[src/rtl/regfile_wb_sched.sv]
// regfile_wb_sched: round-robin ALU/load writeback arbiter with a register busy scoreboard.
// Accepted writes reach the write port one cycle later; busy bits gate dependent issue via stall.
module regfile_wb_sched (
    input  logic        clk,
    input  logic        rst,
    input  logic        alu_valid,
    input  logic [4:0]  alu_rd,
    input  logic [31:0] alu_data,
    output logic        alu_ready,
    input  logic        mem_valid,
    input  logic [4:0]  mem_rd,
    input  logic [31:0] mem_data,
    output logic        mem_ready,
    input  logic        iss_valid,
    input  logic [4:0]  iss_rd,
    input  logic [4:0]  chk_rs1,
    input  logic [4:0]  chk_rs2,
    output logic        stall,
    output logic        reg_wr,
    output logic [4:0]  wr_reg,
    output logic [31:0] wr_data,
    output logic [5:0]  busy_cnt
);
    logic [31:1] busy;
    logic [31:1] busy_next;
    logic [31:0] busy_full;
    logic        alu_pri;
    logic        acc;
    logic [4:0]  sel_rd;
    logic [31:0] sel_data;
    logic [5:0]  cnt_next;

    // alu_pri set means the ALU wins the next contended cycle; reset favours MEM
    assign alu_ready = alu_valid & (~mem_valid | alu_pri);
    assign mem_ready = mem_valid & ~alu_ready;
    assign acc       = alu_ready | mem_ready;
    assign sel_rd    = alu_ready ? alu_rd : mem_rd;
    assign sel_data  = alu_ready ? alu_data : mem_data;
    assign busy_full = {busy, 1'b0};
    assign stall     = busy_full[chk_rs1] | busy_full[chk_rs2];

    // set after clear so a same-edge reissue keeps the register pending
    for (genvar i = 1; i < 32; i++) begin : g_busy
        assign busy_next[i] = (iss_valid && iss_rd == 5'(i)) |
                              (busy[i] & ~(reg_wr && wr_reg == 5'(i)));
    end

    always_comb begin
        cnt_next = '0;
        for (int k = 1; k < 32; k++) cnt_next = cnt_next + 6'(busy_next[k]);
    end

    always_ff @(posedge clk or posedge rst) begin
        if (rst) begin
            busy     <= '0;
            busy_cnt <= '0;
            alu_pri  <= 1'b0;
            reg_wr   <= 1'b0;
            wr_reg   <= '0;
            wr_data  <= '0;
        end else begin
            busy     <= busy_next;
            busy_cnt <= cnt_next;
            if (alu_valid && mem_valid) alu_pri <= ~alu_pri;
            reg_wr   <= acc && sel_rd != 5'd0;
            if (acc) begin
                wr_reg  <= sel_rd;
                wr_data <= sel_data;
            end
        end
    end
endmodule

[config.mk]
export PLATFORM = sky130hd
export DESIGN_NAME = regfile_wb_sched
export DESIGN_NICKNAME = d
export VERILOG_FILES = /design/src/rtl/regfile_wb_sched.sv
export SDC_FILE = /design/constraint.sdc
export NUM_CORES = 1
export LEC_CHECK = 0
export CAP_MARGIN = 0
export CORE_ASPECT_RATIO = 1.2
export CORE_MARGIN = 2
export CORE_UTILIZATION = 27
export CTS_BUF_LIST = sky130_fd_sc_hd__clkbuf_8 sky130_fd_sc_hd__clkbuf_16
export CTS_CLUSTER_DIAMETER = 120
export DETAILED_ROUTE_END_ITERATION = 7
export HOLD_SLACK_MARGIN = 0.12
export PLACE_DENSITY_LB_ADDON = 0.12
export SYNTH_ARGS = -nofsm -noshare
export SYNTH_HDL_FRONTEND = slang
export SYNTH_SLANG_ARGS = --single-unit
export TNS_END_PERCENT = 5
[constraint.sdc]
create_clock -name clk -period 5.7 [get_ports clk]
set_input_delay 0.855 -clock clk [delete_from_list [all_inputs] [get_ports clk]]
set_output_delay 0.855 -clock clk [all_outputs]
set_load 0.03 [all_outputs]
==> results of run 1 <==
[Yosys cell counts, types with 7 or more instances]
| cell | n | area share [%] |
|---|---|---|
| nor2_1 | 7 | 0.57 |
| mux4_2 | 12 | 5.9 |
| o21a_1 | 16 | 2.6 |
| a22o_1 | 32 | 6.1 |
| mux2i_1 | 11 | 2.4 |
| clkbuf_1 | 15 | 1.2 |
| dfrtp_1 | 76 | 42 |
| nor2b_1 | 7 | 0.96 |
| ha_1 | 7 | 1.9 |
| fa_1 | 23 | 10 |
| nand3_1 | 9 | 0.98 |
| a21o_1 | 32 | 5.2 |
| inv_1 | 29 | 2.4 |
| nand2b_1 | 8 | 1.1 |
| o21ai_1 | 51 | 5.6 |
| o21ai_0 | 18 | 2.0 |
| nand2_1 | 17 | 1.4 |
[metrics by stage]
stage	hold slack, ns	setup TNS [ns]	area (µm²)
3_3_place_gp	0.482	-2.59	6460
2_1_floorplan	0.465	0	4590
6_report	0.487	0	6980
3_5_place_dp	0.484	-3.28	6460
5_1_grt	0.525	-0.0252	6980
4_1_cts	0.497	0	6870
[routing by layer]
layer	vias up	wire length [µm]	track usage [%]
li1	1865	-	-
met2	135	7520	28.5
met4	0	430	7.01
met5	-	0	0
met1	2000	5820	21.4
met3	27	895	4.26
[final cells by class]
type | count | area [µm²]
Antenna cell | 1 | 2.50
Fill cell | 1594 | 9740
Timing Repair Buffer | 187 | 1760
Inverter | 30 | 113
Sequential cell | 76 | 1900
Multi-Input combinational cell | 284 | 2640
Clock inverter | 6 | 57.6
Clock buffer | 9 | 225
Tap cell | 216 | 270
[path summary, 6_finish.rpt]
path | from | to | slack, ns | depth (start not counted)
setup / recovery | iss_rd[0] | busy_cnt[4] | 0.14 | 18
hold / removal | alu_pri | alu_pri | 0.49 | 1
setup reg to reg | wr_reg[3] | busy_cnt[4] | 0.18 | 18
hold reg to reg | alu_pri | alu_pri | 0.49 | 1
max in group asynchronous | rst | wr_reg[2] | 3.85 | 3
min in group asynchronous | rst | busy_cnt[4] | 1.14 | 3
[critical path: stages]
cell and delay [ns]:
clkbuf_2 0.11, nor2b_4 0.19, buf_6 0.13, nand2_4 0.05, o21a_1 0.20, fa_1 0.53
inv_2 0.04, fa_1 0.51, fa_2 0.59, fa_1 0.44, fa_1 0.55, inv_1 0.05
fa_1 0.45, fa_2 0.37, fa_2 0.36, o21ai_2 0.14, a21oi_2 0.07, xnor2_1 0.12
[cells by family (layout without fill, tap and decap cells)]
family / after synthesis / after routing / synth area share [%]
AO/OA/AOI/OAI: 163 / 163 / 23.8
XOR/XNOR: 3 / 3 / 0.574
adder cells (fa/ha/maj): 30 / 30 / 12.0
buffers and inverters: 51 / 232 / 4.53
flip-flops: 76 / 76 / 41.5
multiplexers: 28 / 28 / 10.5
other: 0 / 1 / 0
AND/OR/NAND/NOR: 60 / 60 / 7.05
[repair_timing]
item | in CTS | in global routing
endpoints found under the setup margin | 5 | 5
buffers inserted | 3 | 6
pin swaps | 19 | 22
gates resized for setup | 41 | 42
endpoints found under the hold margin | 0 | 0
==> flow_metrics.py, run 1 <==
metrics = {
    "place": {
        "post-place-ws_ns": -0.720,
        "finalWeightedCongestion": 0.893,
        "dp_cells": 784,
        "hpwl_um": 11300,
        "portBuffers": 140,
    },
    "logic_synthesis": {
        "synth_area_um2": 4580,
        "synth_edf_count": 0,
        "yosys_register_bits": 76,
        "synth_cells": 411,
        "synth_async_sr_flop_share_pct": 100,
        "seq_area_frac_synth_pct": 41.5,
        "synth_flop_cell": "dfrtp_1",
        "ys_warn_count": 0,
        "synth_fp_nets": 535,
        "syn_avg_cell_area_um2": 11.1,
        "synth.distinct_cells": 45,
    },
    "clocking": {
        "clk_latency_ns": 0.33,
        "path_clk_slew_ns": 0.06,
        "htree_levels": 3,
        "hold_buffers": 0,
        "numCtsBuffers": 9,
        "numClockSinks": 76,
        "clock_path_buffers": 2,
        "tritoncts": "built",
        "cts-root-buf": "clkbuf_16",
    },
    "sta": {
        "period_minus_slack_ns": 5.56,
        "skew_ns": 0.00857,
        "finalSetupViolations": 0,
        "fmax_mhz": 180,
        "worst_slew_pin_slew_ns": 1.00,
        "fin_crit_sh_pct": 97.5,
        "final.setup.worst_slack_ns": 0.142,
        "maxSlewViolCount": 0,
        "hold_violations": 0,
        "worst_slew_margin_rel_pct": 33.2,
    },
    "worst_setup_path": {
        "worstPathMaxFanout": 4,
        "critical_path_class": "in -> reg",
        "critPathArrivalTime_ns": 5.77,
        "endpoint_kind": "flop",
        "required_ns": 5.92,
        "startpoint_type": "input port",
    },
    "grt": {
        "grt_usage_pct": 17.3,
        "grt_pass1_wl_um": 23900,
        "grt_pass1_vias": 4405,
        "grt_antenna_before_repair": 1,
        "grt_max_degree": 77,
        "grt-ovfl-total": 0,
    },
    "finish": {
        "top_register": "wr_data",
        "layout-area-overhead-vs-synth_pct": 52.3,
        "utilization_pct": 41.7,
        "nNetsFinal": 712,
        "largest_reg_flops": 32,
        "final_common_cell": "clkdlybuf4s50_1",
        "final_cell_mix": "clkdlybuf4s50_1 (134), dfrtp_1 (74), o21ai_1 (46)",
        "instances_no_fill": 809,
        "largestRegisters": "wr_data (32), busy (31), busy_cnt (6)",
        "layout-drive-gt1-share_pct": 20.6,
    },
    "worst_hold_path": {
        "hold_class": "reg -> reg",
    },
    "outcome": {
        "run_status": "completed",
    },
    "detailed_routing": {
        "vias": 4027,
        "drtIter0Drc": 186,
        "dr.pass1.iters": 7,
        "totalWireLength_um": 14700,
        "drc": 0,
        "antenna_left": 0,
        "routedWlPerCell_um": 18.1,
        "avgViaCountPerCell": 4.98,
    },
    "floorplan": {
        "die_h_um": 147,
        "ios": 141,
        "coreArea_um2": 16700,
        "dieWidth_um": 123,
        "dieArea_um2": 18000,
        "rows": 52,
        "start_util_pct": 27.4,
    },
    "job": {
        "cap_violations": 0,
    },
}
Power of run 1 is not shown: default switching activity piles up to over one toggle a cycle in this logic, so the estimate is an artifact.
==> inputs of run 2 (changes only) <==
--- a/config.mk
+++ b/config.mk
@@ -12,6 +12,7 @@
 export CTS_BUF_LIST = sky130_fd_sc_hd__clkbuf_8 sky130_fd_sc_hd__clkbuf_16
 export CTS_CLUSTER_DIAMETER = 120
 export DETAILED_ROUTE_END_ITERATION = 7
+export GPL_ROUTABILITY_DRIVEN = 0
 export HOLD_SLACK_MARGIN = 0.12
 export PLACE_DENSITY_LB_ADDON = 0.12
 export SYNTH_ARGS = -nofsm -noshare
==> run 2 against run 1 <==
First-iteration DRC count decreased by 15%. Wire length increased by 1.1%. Cell count decreased by 0.62%. Utilization decreased by 0.052 points. Via count decreased by 0.97%. Global-route usage decreased by 0.10 points. Register-to-register slack improved by 0.04 ns. Critical endpoint unchanged.
==> flow_metrics.py, run 2 (synthesis gave the netlist of run 1 again) <==
metrics = {
    "sta": {
        "worst_slew_margin_rel_pct": 33.0,
        "period_minus_slack_ns": 5.54,
        "fin_crit_sh_pct": 97.3,
        "skew_ns": 0.00688,
        "rsz0062_at_grt": "no",
        "final.setup.worst_slack_ns": 0.156,
        "hold_violations": 0,
        "worst_slew_pin_slew_ns": 1.01,
        "maxSlewViolCount": 0,
        "finalSetupViolations": 0,
        "fmax_mhz": 180,
    },
    "grt": {
        "grt-ovfl-total": 0,
        "grt_usage_pct": 17.2,
        "grt_antenna_before_repair": 1,
        "grt_max_degree": 77,
        "grt_pass1_wl_um": 23800,
        "grt_pass1_vias": 4417,
    },
    "finish": {
        "multi_input_area_um2": 2650,
        "top_register": "wr_data",
        "layout-drive-gt1-share_pct": 19.1,
        "nNetsFinal": 706,
        "layout-area-overhead-vs-synth_pct": 52.1,
        "final_common_cell": "clkdlybuf4s50_1",
        "final_cell_mix": "clkdlybuf4s50_1 (134), dfrtp_1 (73), o21ai_1 (45)",
        "fill_cells": 1593,
        "regArea_um2": 1910,
        "largestRegisters": "wr_data (32), busy (31), busy_cnt (6)",
        "largest_reg_flops": 32,
    },
    "worst_setup_path": {
        "startpoint_type": "input port",
        "crit_slowest_cell": "fa_1",
        "crit_start": "iss_rd[3]",
        "crit_buf_inv": 4,
        "crit_family": "adder cells",
        "r2r_slack_ns": 0.22,
        "critical_path_class": "in -> reg",
        "worstPathMaxFanout": 4,
        "max_stage_delay_ns": 0.58,
        "required_ns": 5.91,
        "path_cells": "buf_2 -> or2_4 -> buf_6 -> o21a_1 -> fa_1 -> inv_1 -> fa_1 -> fa_1 -> fa_1 -> fa_1 -> inv_2 -> fa_1 -> fa_2 -> fa_2 -> o21ai_2 -> a21oi_2 -> xnor2_1",
        "r2r-start": "wr_reg[2]",
        "endpoint_kind": "flop",
        "critPathMostFrequentCell": "fa_1",
        "critPathArrivalTime_ns": 5.76,
    },
    "outcome": {
        "run_status": "completed",
    },
    "detailed_routing": {
        "vias": 3988,
        "totalWireLength_um": 14800,
        "routedWlPerCell_um": 18.4,
        "antenna_left": 0,
        "dr.pass1.iters": 4,
        "drtIter0Drc": 158,
        "drc": 0,
        "avgViaCountPerCell": 4.96,
    },
    "job": {
        "cap_violations": 0,
    },
    "clocking": {
        "htree_levels": 3,
        "numCtsBuffers": 9,
        "path_clk_slew_ns": 0.06,
        "cts-root-buf": "clkbuf_16",
        "numClockSinks": 76,
        "clk_latency_ns": 0.33,
        "tritoncts": "built",
        "clock_path_buffers": 2,
    },
    "place": {
        "portBuffers": 140,
        "hpwl_um": 11300,
        "post-place-ws_ns": -0.712,
    },
    "floorplan": {
        "start_util_pct": 27.4,
        "rows": 52,
        "coreArea_um2": 16700,
        "ios": 141,
        "dieArea_um2": 18000,
        "die_h_um": 147,
        "dieWidth_um": 123,
    },
    "worst_hold_path": {
        "min_from": "alu_pri",
        "hold_class": "reg -> reg",
    },
}
==> run 2: layer usage <==
layer  share of wire (%)  track usage (%)
met1                  41             21.6
met2                  51             28.7
met3                 4.8             3.91
met4                 2.8             6.03
met5                   0                0
==> run 2: area by class of cell <==
class                           instances  area share (%)
Sequential cell                        76            27.3
Inverter                               30            1.62
Clock buffer                           11            3.63
Multi-Input combinational cell        284            38.0
Clock inverter                          5            1.10
Antenna cell                            1          0.0359
Tap cell                              216            3.88
Timing Repair Buffer                  181            24.4
==> run 2: timing repair <==
action | in CTS | in global routing
gates resized for setup | 47 | 30
hold buffers | 0 | 0
pin swaps | 22 | 19
setup buffers | 6 | 2
setup endpoints to repair | 5 | 5
==> run 2: worst paths after layout <==
check | endpoint | depth (start not counted)
setup / recovery | busy_cnt[4] | 17
hold / removal | alu_pri | 1
min in group asynchronous | busy_cnt[3] | 3
max in group asynchronous | wr_reg[3] | 3
hold reg to reg | alu_pri | 1
setup reg to reg | busy_cnt[4] | 18
==> run 2: metrics by stage <==
step,util [%],hold WS (ns),cell area [µm²],std cells,TNS [ns]
after floorplan,-,0.465,4590,411,0
after global placement,38.4,0.482,6430,779,-2.67
after detailed placement,38.4,0.492,6430,779,-3.09
after CTS,41.2,0.502,6890,801,0
after global routing,41.7,0.524,6970,804,0
final,41.7,0.494,6970,804,0
Power of run 2 is left out for the same reason.
